--- src/rtl/v_line_sw.sv ---
`default_nettype none
// +----------------------------------------------------------------------------+
// | Module   : v_line_sw                                                       |
// | Purpose  : Wishbone-selectable pad-column source switch with tristated     |
// |            settle window; optional sticky lock via V_LINE_SW_CFG_LOCK_EN.  |
// | Revision : 1.0 - initial release                                           |
// +----------------------------------------------------------------------------+
module v_line_sw #(
   parameter int          NUM_SRC       = 4,
   parameter int          WIDTH         = 14,
   parameter int          SEL_W         = 4,
   parameter logic [31:0] BASE_ADR      = 32'h3000_0000,
   parameter int          SETTLE_CYCLES = 4,
   parameter int          RESET_SEL     = 0
) (
   input  logic                     wb_clk_i,
   input  logic                     wb_rst_i,
   input  logic                     wbs_stb_i,
   input  logic                     wbs_cyc_i,
   input  logic                     wbs_we_i,
   input  logic [3:0]               wbs_sel_i,
   input  logic [31:0]              wbs_dat_i,
   input  logic [31:0]              wbs_adr_i,
   output logic                     wbs_ack_o,
   output logic [31:0]              wbs_dat_o,
   input  logic [NUM_SRC*WIDTH-1:0] src_o,
   input  logic [NUM_SRC*WIDTH-1:0] src_oe,
   input  logic [WIDTH-1:0]         pad_i,
   output logic [NUM_SRC*WIDTH-1:0] src_i,
   output logic [WIDTH-1:0]         pad_o,
   output logic [WIDTH-1:0]         pad_oe,
   output logic                     busy,
   output logic [SEL_W-1:0]         active_sel
);

   localparam int               c_settle_load = (SETTLE_CYCLES < 1) ? 1 : SETTLE_CYCLES;
   localparam int               c_cnt_w       = $clog2(c_settle_load + 1);
   localparam logic [c_cnt_w-1:0] c_cnt_load  = c_cnt_w'(c_settle_load);
   localparam logic [c_cnt_w-1:0] c_cnt_one   = c_cnt_w'(1);
   localparam logic [SEL_W:0]   c_num_src     = (SEL_W+1)'(NUM_SRC);
   localparam logic [SEL_W-1:0] c_reset_sel   = SEL_W'(RESET_SEL);
   localparam logic [31:0]      c_stat_adr    = BASE_ADR + 32'd4;

   localparam logic [1:0] c_st_active  = 2'd0;
   localparam logic [1:0] c_st_quiesce = 2'd1;
   localparam logic [1:0] c_st_swap    = 2'd2;

   logic [1:0]         r_state;
   logic [c_cnt_w-1:0] r_cnt;
   logic [SEL_W-1:0]   r_active_sel;
   logic [SEL_W-1:0]   r_pending;
   logic               r_err;
   logic               r_ack;
   logic [31:0]        r_dat;
   logic [WIDTH-1:0]   r_pad_o;
   logic [WIDTH-1:0]   r_pad_oe;

   logic               w_adr_ctrl;
   logic               w_acc;
   logic               w_ctrl_wr;
   logic               w_locked;
   logic [SEL_W-1:0]   w_req;
   logic               w_req_ok;
   logic               w_start;
   logic [31:0]        w_status;
   logic [31:0]        w_ctrl_rd;
   logic               w_unused_ok;

   // Sources padded out to the full select range so the mux index width matches.
   logic [WIDTH-1:0] w_src_o_arr  [2**SEL_W];
   logic [WIDTH-1:0] w_src_oe_arr [2**SEL_W];

   for (genvar k = 0; k < 2**SEL_W; k++) begin : g_src
      if (k < NUM_SRC) begin : g_used
         assign w_src_o_arr[k]  = src_o[k*WIDTH +: WIDTH];
         assign w_src_oe_arr[k] = src_oe[k*WIDTH +: WIDTH];
      end else begin : g_unused
         assign w_src_o_arr[k]  = '0;
         assign w_src_oe_arr[k] = '0;
      end
   end

   assign src_i = {NUM_SRC{pad_i}};

   assign w_adr_ctrl = (wbs_adr_i == BASE_ADR);
   assign w_acc      = wbs_stb_i & wbs_cyc_i & (w_adr_ctrl | (wbs_adr_i == c_stat_adr)) & ~r_ack;
   assign w_ctrl_wr  = w_acc & wbs_we_i & w_adr_ctrl & wbs_sel_i[0] & ~w_locked;
   assign w_req      = wbs_dat_i[SEL_W-1:0];
   assign w_req_ok   = ({1'b0, w_req} < c_num_src);
   assign w_start    = w_ctrl_wr & w_req_ok & ((w_req != r_active_sel) | (r_state != c_st_active));

`ifdef V_LINE_SW_CFG_LOCK_EN
   logic r_lock;

   always_ff @(posedge wb_clk_i or posedge wb_rst_i) begin
      if (wb_rst_i)
         r_lock <= 1'b0;
      else if (w_ctrl_wr & wbs_sel_i[3] & wbs_dat_i[31])
         r_lock <= 1'b1;
   end

   assign w_locked = r_lock;
`else
   assign w_locked = 1'b0;
`endif

   assign w_unused_ok = &{1'b0, wbs_sel_i, wbs_dat_i};

   always_comb begin
      w_status                 = '0;
      w_status[0]              = busy;
      w_status[1]              = r_err;
      w_status[2]              = w_locked;
      w_status[8 +: SEL_W]     = r_active_sel;
      w_ctrl_rd                = '0;
      w_ctrl_rd[SEL_W-1:0]     = r_pending;
   end

   always_ff @(posedge wb_clk_i or posedge wb_rst_i) begin
      if (wb_rst_i) begin
         r_ack <= 1'b0;
         r_dat <= '0;
      end else begin
         r_ack <= w_acc;
         r_dat <= (w_acc & ~wbs_we_i) ? (w_adr_ctrl ? w_ctrl_rd : w_status) : '0;
      end
   end

   always_ff @(posedge wb_clk_i or posedge wb_rst_i) begin
      if (wb_rst_i) begin
         r_err     <= 1'b0;
         r_pending <= c_reset_sel;
      end else if (w_ctrl_wr) begin
         r_err <= ~w_req_ok;
         if (w_req_ok)
            r_pending <= w_req;
      end
   end

   // Any accepted request while busy restarts the full settle window.
   always_ff @(posedge wb_clk_i or posedge wb_rst_i) begin
      if (wb_rst_i) begin
         r_state      <= c_st_active;
         r_cnt        <= '0;
         r_active_sel <= c_reset_sel;
      end else begin
         case (r_state)
            c_st_active: begin
               if (w_start) begin
                  r_state <= c_st_quiesce;
                  r_cnt   <= c_cnt_load;
               end
            end
            c_st_quiesce: begin
               if (w_start)
                  r_cnt <= c_cnt_load;
               else if (r_cnt <= c_cnt_one)
                  r_state <= c_st_swap;
               else
                  r_cnt <= r_cnt - c_cnt_one;
            end
            c_st_swap: begin
               if (w_start) begin
                  r_state <= c_st_quiesce;
                  r_cnt   <= c_cnt_load;
               end else begin
                  r_active_sel <= r_pending;
                  r_state      <= c_st_active;
               end
            end
            default: r_state <= c_st_active;
         endcase
      end
   end

   always_ff @(posedge wb_clk_i or posedge wb_rst_i) begin
      if (wb_rst_i) begin
         r_pad_o  <= '0;
         r_pad_oe <= '0;
      end else begin
         r_pad_o  <= w_src_o_arr[r_active_sel];
         r_pad_oe <= (r_state == c_st_active) ? w_src_oe_arr[r_active_sel] : '0;
      end
   end

   assign busy       = (r_state != c_st_active);
   assign active_sel = r_active_sel;
   assign pad_o      = r_pad_o;
   assign pad_oe     = r_pad_oe;
   assign wbs_ack_o  = r_ack;
   assign wbs_dat_o  = r_dat;

endmodule
`default_nettype wire

--- config.mk ---
export PLATFORM = sky130hd
export DESIGN_NAME = v_line_sw
export DESIGN_NICKNAME = d
export VERILOG_FILES = /design/src/rtl/v_line_sw.sv
export SDC_FILE = /design/constraint.sdc
export NUM_CORES = 1
export LEC_CHECK = 0
export ABC_AREA = 1
export CAP_MARGIN = 10
export CORE_AREA = 2 2 125 127
export CTS_CLUSTER_SIZE = 10
export DETAILED_ROUTE_END_ITERATION = 7
export DIE_AREA = 0 0 127 129
export DONT_BUFFER_PORTS = 1
export HOLD_SLACK_MARGIN = 0.06
export PLACE_DENSITY_LB_ADDON = 0.05
export SETUP_SLACK_MARGIN = 0.1
export SYNTH_ARGS = -nofsm -noshare
export SYNTH_HDL_FRONTEND = slang
export SYNTH_SLANG_ARGS = --single-unit
--- constraint.sdc ---
create_clock -name wb_clk_i -period 1.8 [get_ports wb_clk_i]
set_input_delay 0.54 -clock wb_clk_i [delete_from_list [all_inputs] [get_ports wb_clk_i]]
set_output_delay 0.54 -clock wb_clk_i [all_outputs]
set_load 0.01 [all_outputs]
# Word level (Yosys, flattened, before mapping)
# Cells that the tools add are included.
[totals]
reg_bits = 55
inputBits = 199
out_inout_bits = 122
elab_cells = 65
[op_classes]
addsub = 1
order_cmp = 3
eq_ne = 10
n_mux = 18
bitwise_logic = 16
reduce_logical = 8
[ops]
columns = ["operator", "n"]
rows = [
  ["$bmux 14 s4", 2],
  ["$mux 14", 5],
  ["$eq 32x30->1 const B", 2],
  ["$mux 12", 2],
  ["$and 1x1->1", 9],
  ["$mux 3", 3],
  ["$mux 2", 3],
  ["$ne 2x2->1 const B", 3],
  ["$pmux 2 s3", 1],
  ["$pmux 3 s2", 1],
  ["$reduce_and 3->1", 2],
  ["$ge 5x5->1 const B", 1],
  ["$not 4->5", 1],
  ["$lt 4x3->1 const B", 1],
  ["$ne 4x4->1", 1],
  ["$not 1->1", 4],
  ["$reduce_and 2->1", 2],
  ["$reduce_bool 2->1", 2],
  ["$le 3x1->1 const B", 1],
  ["$ne 3x3->1 const B", 1],
  ["$sub 3x1->3 const B", 1],
  ["$eq 2x1->1 const B", 1],
  ["$eq 2x2->1 const B", 1],
  ["$logic_not 2->1", 1],
  ["other kinds (4)", 5],
]

# Logic depth before layout (Yosys ltp)
# Gate-level depths: netlist of the first run.
[logic_depth]
ltp_word = 11
depth_mapped = 13
depth_no_buf = 13

# Worst setup path after synthesis of the first run
# Ideal clock, no wire load.
[synth_timing]
kind = "in2reg"
start = "input wbs_adr_i[30]"
end = "register r_err"
setup_ps = 120
t_arrival_ps = 1538
t_required_ps = 1680
path_slack_ps = 143
cell_stages = 11
n_path_buf = 0
cell_sequence = "inv_1 > nand2_1 > nor2_1 > nand2_1 > nor2_1 > nand2_2 > nor2_4 > and2_4 > nand2_1 > o21ai_0 > inv_1"
[synth_via]
elab_chain_len = 7
word_cells_on_any_way = 8
cone_classes = "2 x eq/ne; 6 x bitwise"
[synth_rtl]
columns = ["item", "line_no", "rtl"]
rows = [
  ["from (decl)", "23", "input logic [31:0] wbs_adr_i,"],
  ["$eq 32x30->1, on equally long branches", "85, 86", ""],
  ["$or 1x1->1", "86", "assign w_acc = wbs_stb_i & wbs_cyc_i & (w_adr_ctrl | (wbs_adr_i == c_stat_adr)) & ~r_ack;"],
  ["$and 1x1->1 (2 in series)", "86", ""],
  ["$and 1x1->1", "87", "assign w_ctrl_wr = w_acc & wbs_we_i & w_adr_ctrl & wbs_sel_i[0] & ~w_locked;"],
  ["$and 1x1->1 (*) (2 in series)", "87", ""],
  ["to (signal assigned)", "134", "r_err <= ~w_req_ok;"],
  ["to (decl)", "52", "logic r_err;"],
]
# Every way passes the cells marked *; elsewhere a longest branch is shown, timed or not.
# A chain may end at the register's enable or synchronous reset.

# Worst setup path after layout of the first run
[layout_timing]
start = "register r_state[1]"
end = "output busy"
[layout_via]
elab_chain_len = 1
[layout_rtl]
columns = ["item", "line_no", "rtl"]
rows = [
  ["from (decl)", "48", "logic [1:0] r_state;"],
  ["from (signal assigned)", "143", "r_state <= c_st_active;"],
  ["from (signal assigned)", "150", "r_state <= c_st_quiesce;"],
  ["from (signal assigned)", "158", "r_state <= c_st_swap;"],
  ["$reduce_bool 2->1", "186", "assign busy = (r_state != c_st_active);"],
  ["to (decl)", "32", "output logic busy,"],
]
# Every way passes these cells.

==> impl_metrics.yaml, run 1 <==
critical_path:
  crit_path_end_kind: "primary output"
  crit_type: "flop to primary output"
  r2r-start: "wbs_ack_o$_DFF_PP0_"
  path_cells: "inv_1 > nand2_1 > buf_4"
  crit_path_top_delay_cell: "dfrtp_1"
  crit_buf_inv: 2
  cp_data_arrival_time_ns: 1.10
  critPathLaunchType: "flop"
  cp_top_family: "flip-flops"
  crit_path_max_incr_delay_ns: 0.42
  r2r_end: "r_cnt[2]$_DFFE_PP0P_"
  worstPathMaxFanout: 4
  reg2regPathDepth: 9
  rrSetupSlack_ns: 0.26
  cp.required_ns: 1.26
synth:
  syn_avg_cell_area_um2: 6.81
  yosys.cell_types.count: 31
  synth_seq_cells: 51
  yosys_warnings: 0
  netlist_area_mm2: 0.00370
  yosysSeqAreaShare_pct: 34.5
  syn_inst: 543
pwr:
  power_w: 0.00238
  leakage_nw: 1.72
  ir_drop_mv: 0.338
  power_density_mw_per_mm2: 645
cells_and_area:
  seq_area_mm2: 0.00128
  antennaDiodeCount: 0
  final_util_pct: 24.6
  post-route-cell-area_mm2: 0.00369
  nNetsFinal: 697
  syn_to_final_growth_pct: -0.237
  multi_input_area_mm2: 0.00165
  drive_gt1_share_pct: 10.5
  nFillCells: 1709
placement:
  dp_hpwl_mm: 8.43
  port_buffers: 0
  globalplace.congestion: 0.763
  place_area_mm2: 0.00350
clock_tree:
  cts-root-buf: "clkbuf_16"
  cts_hold_buf: 0
  cts_tree: "built"
  worstSkewPairLatency_ns: 0.31
  numCtsBuffers: 5
  cts_num_sinks: 51
  cts_max_level: 2
  path_clk_slew_ns: 0.08
  clock_path_buffers: 2
die:
  die_w_um: 127
  dieHeight_um: 129
  dieArea_mm2: 0.0164
  coreArea_mm2: 0.0150
  rows: 45
  start_util_pct: 24.7
  ios: 321
drt:
  ant_nets: 0
  drt-initial-drc-count: 79
  drc: 0
  first_pass_iters: 4
  vias: 2982
  wirelength_mm: 11.1
  vias_per_cell: 4.35
  wl_per_cell_um: 16.1
sta:
  finalCriticalPeriod_ns: 1.64
  setup_viol: 0
  whs_ns: 0.107
  fmax_mhz: 610
  maxSlewViolCount: 0
  worst_pin_slew_ns: 0.611
  rsz0062_at_grt: "no"
  fin_crit_sh_pct: 91.0
  fin_setup_tns_ns: 0
  hold_viol: 0
  relSlewSlack_pct: 59.2
  finalClockSkew_ns: 0.00635
grt:
  grt_remaining_overflow: 0
  grt_pass1_wl_mm: 15.6
  grt_max_degree: 59
  grt_pass1_vias: 2878
  antenna_found_initial: 0
  grt_usage_pct: 12.6
min_path:
  min_path_type: "input pin to async pin"
run_status:
  status: "finished clean"
run:
  max-cap-violations: 0
logic make-up (layout without fill, tap and decap cells):
family / after synthesis / count (layout) / share of synthesized area [%]
buffers and inverters: 150 / 81 / 23.6
other: 1 / 24 / 0.101
and+or+nand+nor: 241 / 241 / 27.6
xor gates and xnor gates: 2 / 2 / 0.474
adders and majority gates: 2 / 2 / 0.676
AOI/OAI and AO/OA: 96 / 96 / 13.1
DFF: 51 / 51 / 34.5
per-layer routing:
metal  vias to the layer above  routed length [µm]  share of wire, %  GRT usage (%)
li1                       1487                   -                 -              -
met1                      1345                4290                39           14.1
met2                       113                5610                51           22.6
met3                        37                 799               7.2           3.28
met4                         0                 351               3.2           5.62
met5                         -                   0                 0              0
worst max path at each step:
| stage | start | endpoint | slack (ns) | depth (start not counted) |
|---|---|---|---|---|
| after floorplan | wbs_adr_i[30] | r_err$_DFFE_PP0P_ | 0.14 | 11 |
| after CTS | r_state[0]$_DFFE_PP0P_ | busy | 0.10 | 3 |
| after global placement | wbs_adr_i[15] | r_pending[2]$_DFFE_PP0P_ | -0.08 | 9 |
| after global routing | wbs_ack_o$_DFF_PP0_ | r_cnt[1]$_DFFE_PP0P_ | 0.1 | 10 |
| final | r_state[1]$_DFFE_PP0P_ | busy | 0.16 | 3 |
| after detailed placement | wbs_adr_i[13] | r_pending[3]$_DFFE_PP0P_ | -0.08 | 9 |
through the flow:
| step | cells | setup slack (ns) |
|---|---|---|
| floorplan | 566 | 0.143 |
| global placement | 673 | -0.0849 |
| detailed placement | 673 | -0.0776 |
| CTS | 681 | 0.104 |
| global route | 685 | 0.0993 |
| finish | 685 | 0.162 |
worst reg2reg max path, stage by stage, from the launching register on:
cell and delay [ns]:
dfrtp_1 0.38, nor2_1 0.11, nand2_1 0.06, nor2_1 0.09, nand3_1 0.12, nor2_4 0.20
and2_4 0.19, nand4_4 0.13, nand3_1 0.12, nand2_1 0.06
timing repair:
| item | CTS | global route |
|---|---|---|
| setup endpoints to repair | 0 | 15 |
| buffers inserted | 0 | 4 |
| resized for setup | 0 | 3 |
synthesized netlist by cell type:
cell	number	share of area (%)
nor2_1	156	16
buf_4	80	16
o21ai_0	58	7.8
dfrtp_1	51	34
nand2_1	51	5.2
inv_1	48	4.9
a21oi_1	32	4.3
clkbuf_1	12	1.2
nand3_1	11	1.5
buf_1	6	0.61
nor3_1	5	0.68
nand2_2	4	0.68
nor2_2	4	0.68
o21ai_1	3	0.41
ha_1	2	0.68
inv_2	2	0.20
nand4_1	2	0.34
nand4_4	2	1.1
o22ai_1	2	0.34
and2_0	1	0.17
and2_4	1	0.24
buf_2	1	0.14
buf_6	1	0.30
conb_1	1	0.10
nand2_4	1	0.30
nand3_2	1	0.27
nor2_4	1	0.30
nor3_2	1	0.27
o21bai_1	1	0.20
xnor2_1	1	0.24
xor2_1	1	0.24
power by group:
part	total (W)	internal, W	switching (W)
clock network	0.00103	0.000530	0.000498
registers	0.00121	0.00118	0.0000322
logic	0.000144	0.0000468	0.0000969
total	0.00238	0.00175	0.000627
cell type report:
class	count	share of cell area (%)
Multi-Input combinational cell	365	44.7
Sequential cell	51	34.6
Tap cell	188	6.37
Inverter	50	5.19
Timing Repair Buffer	23	5.02
Clock buffer	5	3.39
Clock inverter	3	0.712
registers in the layout (all words and copies together) (netlist names):
| signal | cells |
|---|---|
| wbs_dat_o | 8 |
| active_sel | 4 |
| pad_oe | 14 |
| wbs_ack_o | 1 |
| r_err | 1 |
| r_state | 2 |
| r_pending | 4 |
| r_cnt | 3 |
| pad_o | 14 |
placed cells by master (no fill, tap or decap), types with 3 or more instances in the layout:
master / n
conb_1: 24
a21oi_1: 32
buf_4: 22
dfrtp_1: 50
o21ai_0: 58
nand2_1: 50
nor2_1: 156
nand3_1: 10
nor2_2: 3
nor3_1: 5
o21ai_1: 3
inv_1: 47
clkbuf_16: 5
nand2_2: 5
No activity file was read; power rests on OpenSTA's default activity.
==> run 2: changes to the inputs <==
- ABC_AREA: 1 -> unset
==> run 2 against run 1 <==
  * The run now ends with negative setup slack left
  * Clock skew grew 0.00098 ns
  * Sequential power is essentially flat
  * First-iteration DRC count shrank 18%
  * Sequential share of layout area shrank 0.082 points
  * Combinational power grew 9%
==> impl_metrics.yaml, run 2 <==
cells_and_area:
  nNetsFinal: 449
  final_common_cell: "dfrtp_1"
  antennaDiodeCount: 0
  layout_common_cells: "dfrtp_1, mux4_2, conb_1"
  instances_no_fill: 437
  drive_gt1_share_pct: 45.0
  syn_to_final_growth_pct: 11.7
drt:
  ant_nets: 0
  vias_per_cell: 4.29
  wirelength_mm: 8.78
  wl_per_cell_um: 20.1
  vias: 1873
  first_pass_iters: 4
  drt-initial-drc-count: 65
  drc: 0
sta:
  fmax_mhz: 502
  finalCriticalPeriod_ns: 1.99
  finalClockSkew_ns: 0.00733
  setup_viol: 8
  maxSlewViolCount: 0
  rsz0062_at_grt: "yes"
  setup_slack_ns: -0.194
  fin_crit_sh_pct: 111
  fin_setup_tns_ns: -1.20
  hold_viol: 0
pwr:
  leakage_nw: 1.49
  power_density_mw_per_mm2: 663
  ir_drop_mv: 0.308
grt:
  antenna_found_initial: 0
  grt_max_degree: 52
  grt_pass1_wl_mm: 12.3
  grt_remaining_overflow: 0
  grt_pass1_vias: 2076
  grt_usage_pct: 10.2
synth:
  yosys_warnings: 0
  yosysMostFrequentCell: "buf_4"
  syn_inst: 276
  synthFlopType: "dfrtp_1"
  async_flop_share_pct: 100
  synth.area.top_cells: "dfrtp_1, mux4_2, buf_4"
  synth_seq_cells: 51
  yosys.area.top_type_share_pct: 38.5
  synthTopCellsByCount: "buf_4, dfrtp_1, mux4_2"
  yosysSeqAreaShare_pct: 38.5
  synth_largest_area_cell: "dfrtp_1"
  yosys.cell_types.count: 42
  synth_edf_count: 0
  netlist_area_mm2: 0.00331
  syn_avg_cell_area_um2: 12.0
clock_tree:
  cts_num_sinks: 51
  numCtsBuffers: 5
  path_clk_slew_ns: 0.07
  cts-root-buf: "clkbuf_16"
  clock_path_buffers: 2
  worstSkewPairLatency_ns: 0.30
  cts_hold_buf: 0
  cts_tree: "built"
  cts_max_level: 2
placement:
  dp_hpwl_mm: 6.55
  globalplace.congestion: 0.643
  post-place-cells: 420
  port_buffers: 0
min_path:
  min_path_type: "input pin to async pin"
run_status:
  status: "finished, violations left"
  violations: "negative setup slack"
critical_path:
  cp.required_ns: 1.98
  cp_data_arrival_time_ns: 2.17
  crit_path_max_incr_delay_ns: 0.50
  crit_type: "flop to flop"
  critPathLaunchType: "flop"
  worstPathMaxFanout: 3
  crit_path_top_delay_cell: "or4_4"
  path_cells: "nand3b_4 > or4_4 > a2111oi_4 > buf_4 > buf_6 > a21oi_4 > a211o_1"
  crit_path_end_kind: "flop"
die:
  dieArea_mm2: 0.0164
  start_util_pct: 22.1
  ios: 321
  coreArea_mm2: 0.0150
  die_w_um: 127
  dieHeight_um: 129
  rows: 45
run:
  max-cap-violations: 0
[run 2: logic make-up after synthesis]
group	share of synthesized area (%)
buffers and inverters	21.3
flip-flops	38.5
AND/OR/NAND/NOR	14.0
adder cells (fa/ha/maj)	0.755
XOR/XNOR	0.793
multiplexers	21.4
AO/OA/AOI/OAI	3.17
other	0.113
[run 2: final timing paths]
check	start	endpoint	slack [ns]	depth (start not counted)
max reg2reg	wbs_ack_o$_DFF_PP0_	r_cnt[0]$_DFFE_PP0P_	-0.19	7
min reg2reg	r_err$_DFFE_PP0P_	r_err$_DFFE_PP0P_	0.51	2
max	wbs_ack_o$_DFF_PP0_	r_cnt[0]$_DFFE_PP0P_	-0.19	7
max in group asynchronous	wb_rst_i	active_sel[0]$_DFFE_PP0P_	1.37	2
min	wb_rst_i	pad_oe[4]$_DFF_PP0_	0.18	2
min in group wb_clk_i	wbs_adr_i[2]	wbs_dat_o[2]$_DFF_PP0_	0.29	1
[run 2: what timing repair did]
action | in CTS | in global routing
buffers inserted | 4 | 8
resized for setup | 23 | 35
hold endpoints to repair | 0 | 0
endpoints found under the setup margin | 52 | 37
pin swaps | 9 | 9
[run 2: area by class of cell]
cell class | count | area [µm²]
clock buffer | 7 | 133
timing repair buffer | 35 | 328
sequential | 51 | 1280
multi-input combinational | 145 | 1660
tap | 188 | 235
inverter | 10 | 41.3
clock inverter | 1 | 30.0
fill | 1586 | 11300
[run 2: metal layers]
layer	part of all wire, %	vias to the layer above	wire length [µm]	GRT usage (%)
met4	2.7	0	238	4.85
met1	36	905	3200	11.3
li1	-	818	-	-
met5	0	-	0	0
met2	52	122	4560	17.9
met3	9.0	28	787	3.28
[run 2: worst max-delay path, delay by kind of cell (launching register included)]
family	cells	cell delay (ns)
flops	1	0.40
simple gates	2	0.66
compound gates	3	0.51
buf+inv	2	0.31
[run 2: where the power goes]
part / leakage [nW] / switching (W) / internal (W)
registers: 0.641 / 0.0000320 / 0.00118
clock network: 0.0781 / 0.000426 / 0.000658
logic: 0.770 / 0.0000728 / 0.0000839
total: 1.49 / 0.000531 / 0.00192
[run 2: through the flow]
stage	utilization (%)	power [W]	setup WS [ns]	cell area, µm²	hold WS, ns
6_report	24.7	0.00245	-0.194	3700	0.181
3_3_place_gp	21.2	0.00138	-0.536	3180	0.498
4_1_cts	23.3	0.00251	-0.228	3490	0.185
2_1_floorplan	-	0.00152	-0.313	3410	0.466
3_5_place_dp	21.2	0.00138	-0.533	3180	0.500
5_1_grt	24.7	0.00258	-0.318	3700	0.194
